==> src/rtl/maxnet_pkg.sv <==
// Shared types and constants for the MaxNet winner-take-all controller.
// Used by maxnet_controller, maxnet_result_pipe and the PU bus interface.
package maxnet_pkg;

    typedef enum logic [2:0] {
        ST_IDLE  = 3'd0,
        ST_ISSUE = 3'd1,
        ST_DRAIN = 3'd2,
        ST_CHECK = 3'd3,
        ST_DONE  = 3'd4
    } state_t;

    localparam logic signed [4:0] W_ONE = 5'sd8;
    localparam int FRAC    = 3;
    localparam int ACT_MAX = 15;
    localparam int LANES   = 4;

    // Rescale a Q.3 PU sum back to an activation: floor, then clamp to 0..ACT_MAX.
    function automatic logic [4:0] clamp_result(input logic signed [11:0] v);
        logic [8:0] q;
        q = v[11:FRAC];
        if (v[11]) return 5'd0;
        if (q > 9'(ACT_MAX)) return 5'(ACT_MAX);
        return q[4:0];
    endfunction

endpackage

==> src/rtl/maxnet_if.sv <==
// Operand/result bus between the MaxNet controller (master) and the shared
// 4-lane processing unit (slave); pu_out is valid two cycles after the operands.
interface maxnet_if;
    logic [4:0]  pu_x1, pu_x2, pu_x3, pu_x4;
    logic [4:0]  pu_w1, pu_w2, pu_w3, pu_w4;
    logic [11:0] pu_out;

    modport master (
        output pu_x1, pu_x2, pu_x3, pu_x4,
        output pu_w1, pu_w2, pu_w3, pu_w4,
        input  pu_out
    );

    modport slave (
        input  pu_x1, pu_x2, pu_x3, pu_x4,
        input  pu_w1, pu_w2, pu_w3, pu_w4,
        output pu_out
    );
endinterface

==> src/rtl/maxnet_result_pipe.sv <==
// Two-stage valid/index delay line that tracks results in flight through the
// PU so each returning sum lands in the right shadow slot.
module maxnet_result_pipe (
    input  logic       clk,
    input  logic       rst,
    input  logic       in_valid,
    input  logic [1:0] in_idx,
    output logic       out_valid,
    output logic [1:0] out_idx
);

    logic       valid_s1, valid_s2;
    logic [1:0] idx_s1, idx_s2;

    always_ff @(posedge clk or posedge rst) begin
        if (rst) begin
            valid_s1 <= 1'b0;
            valid_s2 <= 1'b0;
            idx_s1   <= 2'd0;
            idx_s2   <= 2'd0;
        end else begin
            valid_s1 <= in_valid;
            valid_s2 <= valid_s1;
            idx_s1   <= in_idx;
            idx_s2   <= idx_s1;
        end
    end

    assign out_valid = valid_s2;
    assign out_idx   = idx_s2;

endmodule

==> src/rtl/maxnet_controller.sv <==
// Sequences MaxNet iterations through one shared 2-cycle PU, committing all four
// updates together per iteration. Optional iteration cap: MAXNET_ITER_LIMIT_EN.
module maxnet_controller
    import maxnet_pkg::*;
#(
    parameter int MAX_ITER = 15,
    parameter int ITER_W   = 4
) (
    input  logic              clk,
    input  logic              rst,
    input  logic              start,
    input  logic [3:0]        din0,
    input  logic [3:0]        din1,
    input  logic [3:0]        din2,
    input  logic [3:0]        din3,
    input  logic [3:0]        eps,
    maxnet_if.master          pu,
    output logic              busy,
    output logic              done,
    output logic [1:0]        winner,
    output logic              winner_valid,
    output logic              limit_hit,
    output logic [4:0]        act0,
    output logic [4:0]        act1,
    output logic [4:0]        act2,
    output logic [4:0]        act3,
    output logic [ITER_W-1:0] iter_count,
    output state_t            state_dbg
);

    // Handshake: start is a request taken only on an edge where busy is low;
    // results are stable from the done pulse until the next accepted start.

`ifdef MAXNET_ITER_LIMIT_EN
    localparam bit CAP_EN = 1'b1;
`else
    localparam bit CAP_EN = 1'b0;
`endif

    state_t     state, state_n;
    logic [1:0] issue_idx, issue_idx_n;
    logic       drain_cnt, drain_n;
    logic       load, commit, finish;

    logic [4:0] act_q    [LANES];
    logic [4:0] shadow_q [LANES];
    logic [4:0] op_x     [LANES];
    logic [4:0] op_w     [LANES];

    logic [3:0] eps_c;
    logic [4:0] neg_w;
    logic       res_valid;
    logic [1:0] res_idx;
    logic [2:0] nz;
    logic       few_nz;
    logic [1:0] win_idx;
    logic [4:0] best;
    logic       cap_hit;

    assign eps_c = (eps > 4'd8) ? 4'd8 : eps;
    assign neg_w = 5'd0 - {1'b0, eps_c};

    assign cap_hit = CAP_EN &&
                     (({1'b0, iter_count} + (ITER_W+1)'(1)) == (ITER_W+1)'(MAX_ITER));

    always_ff @(posedge clk or posedge rst) begin
        if (rst) begin
            state     <= ST_IDLE;
            issue_idx <= 2'd0;
            drain_cnt <= 1'b0;
        end else begin
            state     <= state_n;
            issue_idx <= issue_idx_n;
            drain_cnt <= drain_n;
        end
    end

    always_comb begin
        state_n     = state;
        issue_idx_n = issue_idx;
        drain_n     = drain_cnt;
        load        = 1'b0;
        commit      = 1'b0;
        finish      = 1'b0;
        case (state)
            ST_IDLE: begin
                if (start) begin
                    load        = 1'b1;
                    issue_idx_n = 2'd0;
                    state_n     = ST_ISSUE;
                end
            end
            ST_ISSUE: begin
                issue_idx_n = issue_idx + 2'd1;
                if (issue_idx == 2'd3) begin
                    drain_n = 1'b0;
                    state_n = ST_DRAIN;
                end
            end
            ST_DRAIN: begin
                drain_n = 1'b1;
                if (drain_cnt) state_n = ST_CHECK;
            end
            ST_CHECK: begin
                commit = 1'b1;
                if (few_nz || cap_hit) begin
                    finish  = 1'b1;
                    state_n = ST_DONE;
                end else begin
                    issue_idx_n = 2'd0;
                    state_n     = ST_ISSUE;
                end
            end
            ST_DONE: state_n = ST_IDLE;
            default: state_n = ST_IDLE;
        endcase
    end

    // Lane i carries the self-excitation weight, all others the inhibition.
    always_comb begin
        for (int j = 0; j < LANES; j++) begin
            op_x[j] = 5'd0;
            op_w[j] = 5'd0;
            if (state == ST_ISSUE) begin
                op_x[j] = act_q[j];
                op_w[j] = (issue_idx == 2'(j)) ? W_ONE : neg_w;
            end
        end
    end

    assign pu.pu_x1 = op_x[0];
    assign pu.pu_x2 = op_x[1];
    assign pu.pu_x3 = op_x[2];
    assign pu.pu_x4 = op_x[3];
    assign pu.pu_w1 = op_w[0];
    assign pu.pu_w2 = op_w[1];
    assign pu.pu_w3 = op_w[2];
    assign pu.pu_w4 = op_w[3];

    maxnet_result_pipe u_pipe (
        .clk      (clk),
        .rst      (rst),
        .in_valid (state == ST_ISSUE),
        .in_idx   (issue_idx),
        .out_valid(res_valid),
        .out_idx  (res_idx)
    );

    always_comb begin
        nz      = 3'd0;
        best    = shadow_q[0];
        win_idx = 2'd0;
        for (int j = 0; j < LANES; j++) begin
            if (shadow_q[j] != 5'd0) nz = nz + 3'd1;
        end
        for (int j = 1; j < LANES; j++) begin
            if (shadow_q[j] > best) begin
                best    = shadow_q[j];
                win_idx = 2'(j);
            end
        end
    end

    assign few_nz = (nz <= 3'd1);

    always_ff @(posedge clk or posedge rst) begin
        if (rst) begin
            for (int j = 0; j < LANES; j++) begin
                act_q[j]    <= 5'd0;
                shadow_q[j] <= 5'd0;
            end
            iter_count   <= '0;
            winner       <= 2'd0;
            winner_valid <= 1'b0;
        end else begin
            if (load) begin
                act_q[0]     <= {1'b0, din0};
                act_q[1]     <= {1'b0, din1};
                act_q[2]     <= {1'b0, din2};
                act_q[3]     <= {1'b0, din3};
                iter_count   <= '0;
                winner       <= 2'd0;
                winner_valid <= 1'b0;
            end
            if (res_valid) shadow_q[res_idx] <= clamp_result($signed(pu.pu_out));
            // Shadow values become visible only here, so every update in an
            // iteration saw the same old activations.
            if (commit) begin
                for (int j = 0; j < LANES; j++) act_q[j] <= shadow_q[j];
                iter_count <= iter_count + ITER_W'(1);
                if (finish) begin
                    winner       <= win_idx;
                    winner_valid <= (nz == 3'd1);
                end
            end
        end
    end

`ifdef MAXNET_ITER_LIMIT_EN
    logic limit_q;

    always_ff @(posedge clk or posedge rst) begin
        if (rst) begin
            limit_q <= 1'b0;
        end else if (load) begin
            limit_q <= 1'b0;
        end else if (commit && !few_nz && cap_hit) begin
            limit_q <= 1'b1;
        end
    end

    assign limit_hit = limit_q;
`else
    assign limit_hit = 1'b0;
`endif

    assign busy      = (state != ST_IDLE);
    assign done      = (state == ST_DONE);
    assign act0      = act_q[0];
    assign act1      = act_q[1];
    assign act2      = act_q[2];
    assign act3      = act_q[3];
    assign state_dbg = state;

endmodule

==> src/flat_wrapper.sv <==
// flat-port wrapper written by rule: the top's interface ports become plain ports
module maxnet_controller_flat import maxnet_pkg::*;
#(
    parameter int MAX_ITER = 15,
    parameter int ITER_W   = 4
)
  (clk, rst, start, din0, din1, din2, din3, eps, busy, done, winner, winner_valid, limit_hit, act0, act1, act2, act3, iter_count, state_dbg, pu_pu_x1, pu_pu_x2, pu_pu_x3, pu_pu_x4, pu_pu_w1, pu_pu_w2, pu_pu_w3, pu_pu_w4, pu_pu_out);
  maxnet_if pu_i ();
  input  logic clk;
  input  logic rst;
  input  logic start;
  input  logic [3:0] din0;
  input  logic [3:0] din1;
  input  logic [3:0] din2;
  input  logic [3:0] din3;
  input  logic [3:0] eps;
  output logic busy;
  output logic done;
  output logic [1:0] winner;
  output logic winner_valid;
  output logic limit_hit;
  output logic [4:0] act0;
  output logic [4:0] act1;
  output logic [4:0] act2;
  output logic [4:0] act3;
  output logic [ITER_W-1:0] iter_count;
  output state_t state_dbg;
  output wire logic [$bits(pu_i.pu_x1)-1:0] pu_pu_x1;
  output wire logic [$bits(pu_i.pu_x2)-1:0] pu_pu_x2;
  output wire logic [$bits(pu_i.pu_x3)-1:0] pu_pu_x3;
  output wire logic [$bits(pu_i.pu_x4)-1:0] pu_pu_x4;
  output wire logic [$bits(pu_i.pu_w1)-1:0] pu_pu_w1;
  output wire logic [$bits(pu_i.pu_w2)-1:0] pu_pu_w2;
  output wire logic [$bits(pu_i.pu_w3)-1:0] pu_pu_w3;
  output wire logic [$bits(pu_i.pu_w4)-1:0] pu_pu_w4;
  input wire logic [$bits(pu_i.pu_out)-1:0] pu_pu_out;
  assign pu_pu_x1 = pu_i.pu_x1;
  assign pu_pu_x2 = pu_i.pu_x2;
  assign pu_pu_x3 = pu_i.pu_x3;
  assign pu_pu_x4 = pu_i.pu_x4;
  assign pu_pu_w1 = pu_i.pu_w1;
  assign pu_pu_w2 = pu_i.pu_w2;
  assign pu_pu_w3 = pu_i.pu_w3;
  assign pu_pu_w4 = pu_i.pu_w4;
  assign pu_i.pu_out = pu_pu_out;
  maxnet_controller #(.MAX_ITER(MAX_ITER), .ITER_W(ITER_W)) u_core (.clk(clk), .rst(rst), .start(start), .din0(din0), .din1(din1), .din2(din2), .din3(din3), .eps(eps), .pu(pu_i), .busy(busy), .done(done), .winner(winner), .winner_valid(winner_valid), .limit_hit(limit_hit), .act0(act0), .act1(act1), .act2(act2), .act3(act3), .iter_count(iter_count), .state_dbg(state_dbg));
endmodule
==> config.mk <==
export PLATFORM = sky130hd
export DESIGN_NAME = maxnet_controller_flat
export DESIGN_NICKNAME = d
export VERILOG_FILES = /design/src/rtl/maxnet_pkg.sv /design/src/rtl/maxnet_if.sv /design/src/rtl/maxnet_result_pipe.sv /design/src/rtl/maxnet_controller.sv /design/src/flat_wrapper.sv
export SDC_FILE = /design/constraint.sdc
export NUM_CORES = 1
export LEC_CHECK = 0
export ABC_AREA = 1
export CORE_UTILIZATION = 47
export CTS_CLUSTER_SIZE = 16
export DETAILED_ROUTE_END_ITERATION = 8
export HOLD_SLACK_MARGIN = 0.05
export PLACE_DENSITY_LB_ADDON = 0.12
export SYNTH_ARGS = -nofsm -noshare
export SYNTH_HDL_FRONTEND = slang
export SYNTH_SLANG_ARGS = --single-unit
==> constraint.sdc <==
create_clock -name clk -period 6.34 [get_ports clk]
set_input_delay 1.268 -clock clk [delete_from_list [all_inputs] [get_ports clk]]
set_output_delay 1.268 -clock clk [all_outputs]
set_load 0.01 [all_outputs]
==> impl_metrics.json, run 1 <==
{
  "status": "finished clean",
  "num_rows": 31,
  "cts_setup_buffers": 0,
  "cp-endpoint": "pu_pu_w4[2]",
  "powerDensity_nw_per_um2": 585,
  "cts_tree": "built",
  "grt_pass1_wl_mm": 13.8,
  "final_util_pct": 65.7,
  "hpwlAfterDp_mm": 6.32,
  "synth_top_area_share_pct": 41.9,
  "place_congestion": 0.879,
  "vias": 3293,
  "first_pass_iters": 4,
  "tightest_slew_ps": 736,
  "relSlewSlack_pct": 50.9,
  "cts-resized-gates": 0,
  "syn2layout_area_growth_pct": 35.0,
  "clkTransAtPathRegs_ps": 60,
  "antenna_found_initial": 0,
  "synth_cell_types": 34,
  "fin_crit_sh_pct": 74.6,
  "worstReg2RegEnd": "u_core.winner[0]",
  "cts_buffers": 9,
  "core_area_sq_um": 7250,
  "hold_viol": 0,
  "ys_ff_latch": 59,
  "critPathLaunchType": "input pin",
  "r2r-start": "u_core.shadow_q[16]",
  "worstPathArrival_ps": 3460,
  "overflow": 0,
  "groute.usage.overall_pct": 23.1,
  "regToRegSetupSlack_ps": 2520,
  "drive_above_1_share_pct": 6.10,
  "p_leak_nw": 2.35,
  "clk_latency_ps": 340,
  "rsz0062_at_grt": "no",
  "crit_slowest_cell": "clkdlybuf4s50_1",
  "cts_buffer_depth": 2,
  "drc_errors": 0,
  "worstPathCellList": "clkdlybuf4s50_1 > o31ai_1 > nand2_1 > ha_1 > inv_1 > xor2_1 > nor2_1 > clkdlybuf4s50_1",
  "wl_per_cell_um": 12.2,
  "r2r.worst_path.cells": 26,
  "synth_nets": 524,
  "n_antenna_cell": 0,
  "ant_nets": 0,
  "cp_max_fo": 5,
  "syn_avg_cell_area_sq_um": 7.59,
  "skew_ps": 9.62,
  "synth_area_leaders": "dfrtp_1, nand2_1, ha_1",
  "drtIter0Drc": 130,
  "worst_ep_required_time_ps": 5070,
  "maxSlewViolCount": 0,
  "die_area_sq_um": 7860,
  "fin_area_sq_um": 4760,
  "nNetsFinal": 630,
  "syn_inst": 465,
  "fin_setup_tns_ps": 0,
  "crit_path_end_kind": "primary output",
  "total_power_mw": 2.78,
  "grt_max_degree": 60,
  "path_class": "input pin to primary output",
  "hold_ws_ps": 348,
  "hp-class": "register to register",
  "cts.sinks": 59,
  "place_ws_ps": 1660,
  "stdcell_count": 673,
  "fin_ws_ps": 1610,
  "dieWidth_um": 88.6,
  "pin_count": 108,
  "vias_per_cell": 4.89,
  "h-tree-depth": 3,
  "setup_violations": 0,
  "finalWirelength_mm": 8.21,
  "placedCellCount": 659,
  "cap_violations": 0,
  "place_area_sq_um": 4590,
  "start_util_pct": 48.6,
  "syn-cell-area_sq_um": 3530,
  "startpoint": "eps[0]",
  "cts_root_buf": "clkbuf_8",
  "yosysWarnings": 0,
  "yosysSeqAreaShare_pct": 41.9,
  "cts_hold_buf": 0,
  "critPathMaxStageDelay_ps": 500,
  "synth_top_cell_by_area": "dfrtp_1",
  "grt_pass1_vias": 2995,
  "fmax_mhz": 212,
  "port_buffers": 103,
  "crit_top_cell": "clkdlybuf4s50_1",
  "finalCriticalPeriod_ps": 4730,
  "ir_worst_vdd_v": 0.000292,
  "die_h_um": 88.6
}
## routing by layer
metal / routed length, um / vias to the layer above / global-route usage [%]
li1: - / 1675 / -
met1: 3900 / 1524 / 32.0
met2: 3810 / 80 / 35.7
met3: 365 / 14 / 4.20
met4: 139 / 0 / 9.68
met5: 0 / - / 0
## state kept, by name, summed over array words and instances, names as in the netlist
name / count
u_core.shadow_q: 20
u_core.u_pipe.idx_s1: 2
u_core.iter_count: 4
u_core.u_pipe.out_idx: 2
u_core.u_pipe.valid_s1: 1
u_core.act1: 5
u_core.winner_valid: 1
u_core.drain_cnt: 1
u_core.winner: 2
u_core.act2: 5
u_core.state_dbg: 3
u_core.issue_idx: 2
u_core.act3: 5
u_core.act0: 5
u_core.u_pipe.out_valid: 1
## critical path, delay by kind of cell
kind | cells | cell delay, ps
XOR/XNOR | 1 | 310
buffers and inverters | 3 | 1020
AND/OR/NAND/NOR | 2 | 300
AO/OA/AOI/OAI | 1 | 320
adder cells (fa/ha/maj) | 1 | 230
## worst min path at each step
stage                       startpoint                        to  slack, ps  cells past startpoint
2_1_floorplan  u_core.u_pipe.idx_s1[0]  u_core.u_pipe.out_idx[0]        330                      0
3_3_place_gp    u_core.u_pipe.valid_s1   u_core.u_pipe.out_valid        330                      0
3_5_place_dp    u_core.u_pipe.valid_s1   u_core.u_pipe.out_valid        340                      0
4_1_cts         u_core.u_pipe.valid_s1   u_core.u_pipe.out_valid        350                      0
5_1_grt         u_core.u_pipe.valid_s1   u_core.u_pipe.out_valid        350                      0
6_report        u_core.u_pipe.valid_s1   u_core.u_pipe.out_valid        350                      0
## cells in the mapped netlist
| cell type | instances |
|---|---|
| a21oi_1 | 8 |
| a31oi_1 | 5 |
| buf_2 | 1 |
| buf_4 | 1 |
| buf_6 | 6 |
| buf_8 | 1 |
| conb_1 | 1 |
| dfrtp_1 | 59 |
| ha_1 | 24 |
| inv_1 | 72 |
| inv_2 | 2 |
| inv_4 | 1 |
| nand2_1 | 126 |
| nand2_4 | 1 |
| nand3_1 | 13 |
| nand4_1 | 3 |
| nor2_1 | 58 |
| nor2_2 | 1 |
| nor2_4 | 1 |
| nor3_1 | 5 |
| nor3_4 | 1 |
| nor3b_1 | 1 |
| o211ai_1 | 1 |
| o21ai_0 | 39 |
| o21ai_1 | 10 |
| o21ai_2 | 11 |
| o21bai_1 | 2 |
| o22ai_1 | 3 |
| o31ai_1 | 1 |
| o41ai_1 | 1 |
| or2_0 | 1 |
| or2_2 | 2 |
| xnor2_1 | 1 |
| xor2_1 | 2 |
## report_power, final
group          leakage [nW]  total [mW]  internal [mW]  switching, mW
Clock                0.0843       0.299          0.158          0.141
Combinational          1.52        1.83          0.796           1.04
Sequential            0.743       0.651          0.527          0.124
Total                  2.35        2.78           1.48           1.30
## layout make-up
| type | instances | area [sq um] |
|---|---|---|
| repair buffers | 104 | 1040 |
| well taps | 99 | 124 |
| fillers | 647 | 2490 |
| clock buffers | 12 | 155 |
| inverters | 75 | 284 |
| clock inverters | 2 | 12.5 |
| flip-flops and latches | 59 | 1480 |
| multi-input cells | 322 | 1670 |
## cell families (layout without fill, tap and decap cells)
logic type	after synthesis	in the layout	share of synthesized area [%]
AO/OA/AOI/OAI	81	81	13.3
XOR/XNOR	3	3	0.745
adder cells (fa/ha/maj)	24	24	8.51
buffers and inverters	84	193	10.7
flip-flops	59	59	41.9
other	1	1	0.106
AND/OR/NAND/NOR	213	213	24.7
## layout by cell type, fill, tap and decap left out, types with 2 or more instances in the layout
cell type / instances
ha_1: 24
o22ai_1: 3
dfrtp_1: 59
nor2_1: 58
nand4_1: 3
a21oi_1: 8
o21ai_2: 11
a31oi_1: 5
nand3_1: 13
o21ai_1: 10
inv_2: 3
clkbuf_8: 11
o21ai_0: 39
inv_1: 71
nand2_1: 126
nor3_1: 5
xor2_1: 2
clkdlybuf4s50_1: 103
o21bai_1: 2
or2_2: 2
No activity file was read; power rests on OpenSTA's default activity.
==> inputs of run 2 (changes only) <==
==> constraint.sdc (replaced) <==
create_clock -name clk -period 4.85 [get_ports clk]
set_input_delay 0.97 -clock clk [delete_from_list [all_inputs] [get_ports clk]]
set_output_delay 0.97 -clock clk [all_outputs]
set_load 0.01 [all_outputs]
==> impl_metrics.json, run 2 (synthesis gave the netlist of run 1 again) <==
{
  "critPathLaunchType": "input pin",
  "drive_above_1_share_pct": 6.42,
  "fill_cells": 627,
  "crit_path_end_kind": "primary output",
  "fmax_mhz": 244,
  "cts_root_buf": "clkbuf_8",
  "fin_setup_tns_ps": 0,
  "status": "finished clean",
  "tightest_slew_ps": 734,
  "relSlewSlack_pct": 51.0,
  "start_util_pct": 48.6,
  "hold_ws_ps": 349,
  "fin_crit_sh_pct": 84.4,
  "syn2layout_area_growth_pct": 36.0,
  "p_leak_nw": 2.37,
  "final_common_cell": "nand2_1",
  "cts_tree": "built",
  "worst_ep_required_time_ps": 3880,
  "num_rows": 31,
  "hold_viol": 0,
  "regMostFlops": "u_core.shadow_q",
  "h-tree-depth": 3,
  "antenna_found_initial": 0,
  "cts_buffers": 9,
  "vias": 3209,
  "hold_depth": 0,
  "grt_pass1_wl_mm": 13.4,
  "n_antenna_cell": 0,
  "overflow": 0,
  "total_power_mw": 3.70,
  "drc_errors": 0,
  "grt_pass1_vias": 2941,
  "cts-resized-gates": 0,
  "setup_violations": 0,
  "rsz0062_at_grt": "no",
  "drtIter0Drc": 100,
  "skew_ps": 11.7,
  "first_pass_iters": 4,
  "die_area_sq_um": 7860,
  "pin_count": 108,
  "worstPathArrival_ps": 3120,
  "grt_max_degree": 60,
  "cts_hold_buf": 0,
  "vias_per_cell": 4.75,
  "hp-class": "register to register",
  "powerDensity_nw_per_um2": 772,
  "path_class": "input pin to primary output",
  "nNetsFinal": 630,
  "clk_latency_ps": 350,
  "final_util_pct": 66.2,
  "hpwlAfterDp_mm": 6.23,
  "maxSlewViolCount": 0,
  "wl_per_cell_um": 12.2,
  "final_cell_mix": "nand2_1, clkdlybuf4s50_1, inv_1",
  "finalWirelength_mm": 8.24,
  "finalCriticalPeriod_ps": 4090,
  "r2r.worst_path.cells": 26,
  "dieWidth_um": 88.6,
  "cap_violations": 0,
  "ant_nets": 0,
  "cts_buffer_depth": 2,
  "port_buffers": 103,
  "core_area_sq_um": 7250,
  "cts.sinks": 59,
  "ir_worst_vdd_v": 0.000388,
  "groute.usage.overall_pct": 22.7,
  "clkTransAtPathRegs_ps": 70,
  "die_h_um": 88.6,
  "cp_max_fo": 5,
  "place_congestion": 0.891,
  "cts_setup_buffers": 0,
  "largest_reg_flops": 20
}
-- run 2: power by group --
| part | switching, mW | leakage, nW | internal [mW] |
|---|---|---|---|
| Sequential | 0.162 | 0.743 | 0.688 |
| Combinational | 1.36 | 1.52 | 1.04 |
| Clock | 0.194 | 0.106 | 0.264 |
-- run 2: metrics by stage --
stage               area (sq um)  instances  worst slack [ps]
finish                      4800        675               756
global route                4800        675               505
CTS                         4800        675               772
detailed placement          4590        659               788
global placement            4590        659               866
floorplan                   3530        465              1560
-- run 2: worst paths after layout --
check	startpoint	end	slack, ps
min in group asynchronous	rst	u_core.state_dbg[0]	1150
max in group asynchronous	rst	u_core.act0[0]	3210
worst min-delay path	u_core.u_pipe.idx_s1[1]	u_core.u_pipe.out_idx[1]	350
worst max register to register	u_core.shadow_q[18]	u_core.winner[0]	1060
worst max-delay path	eps[1]	pu_pu_w2[2]	760
worst min register to register	u_core.u_pipe.idx_s1[1]	u_core.u_pipe.out_idx[1]	350
-- run 2: final cells by class --
type	count	area, sq um	area share [%]
tap	99	124	2.58
clock buffer	12	155	3.23
clock inverter	4	48.8	1.02
timing repair buffer	104	1040	21.6
multi-input combinational	322	1670	34.8
inverter	75	284	5.92
sequential	59	1480	30.8
-- run 2: worst max-delay path: stages --
cell and delay [ps]:
clkdlybuf4s50_1 460, o31ai_1 320, nand2_1 190, ha_1 220, inv_1 80, xor2_1 330
nor2_1 80, clkdlybuf4s50_1 480
-- run 2: per-layer routing --
metal | vias up | routed length, um | GRT usage [%]
li1 | 1678 | - | -
met1 | 1451 | 3960 | 30.7
met2 | 66 | 3750 | 34.9
met3 | 14 | 371 | 5.78
met4 | 0 | 160 | 8.94
met5 | - | 0 | 0
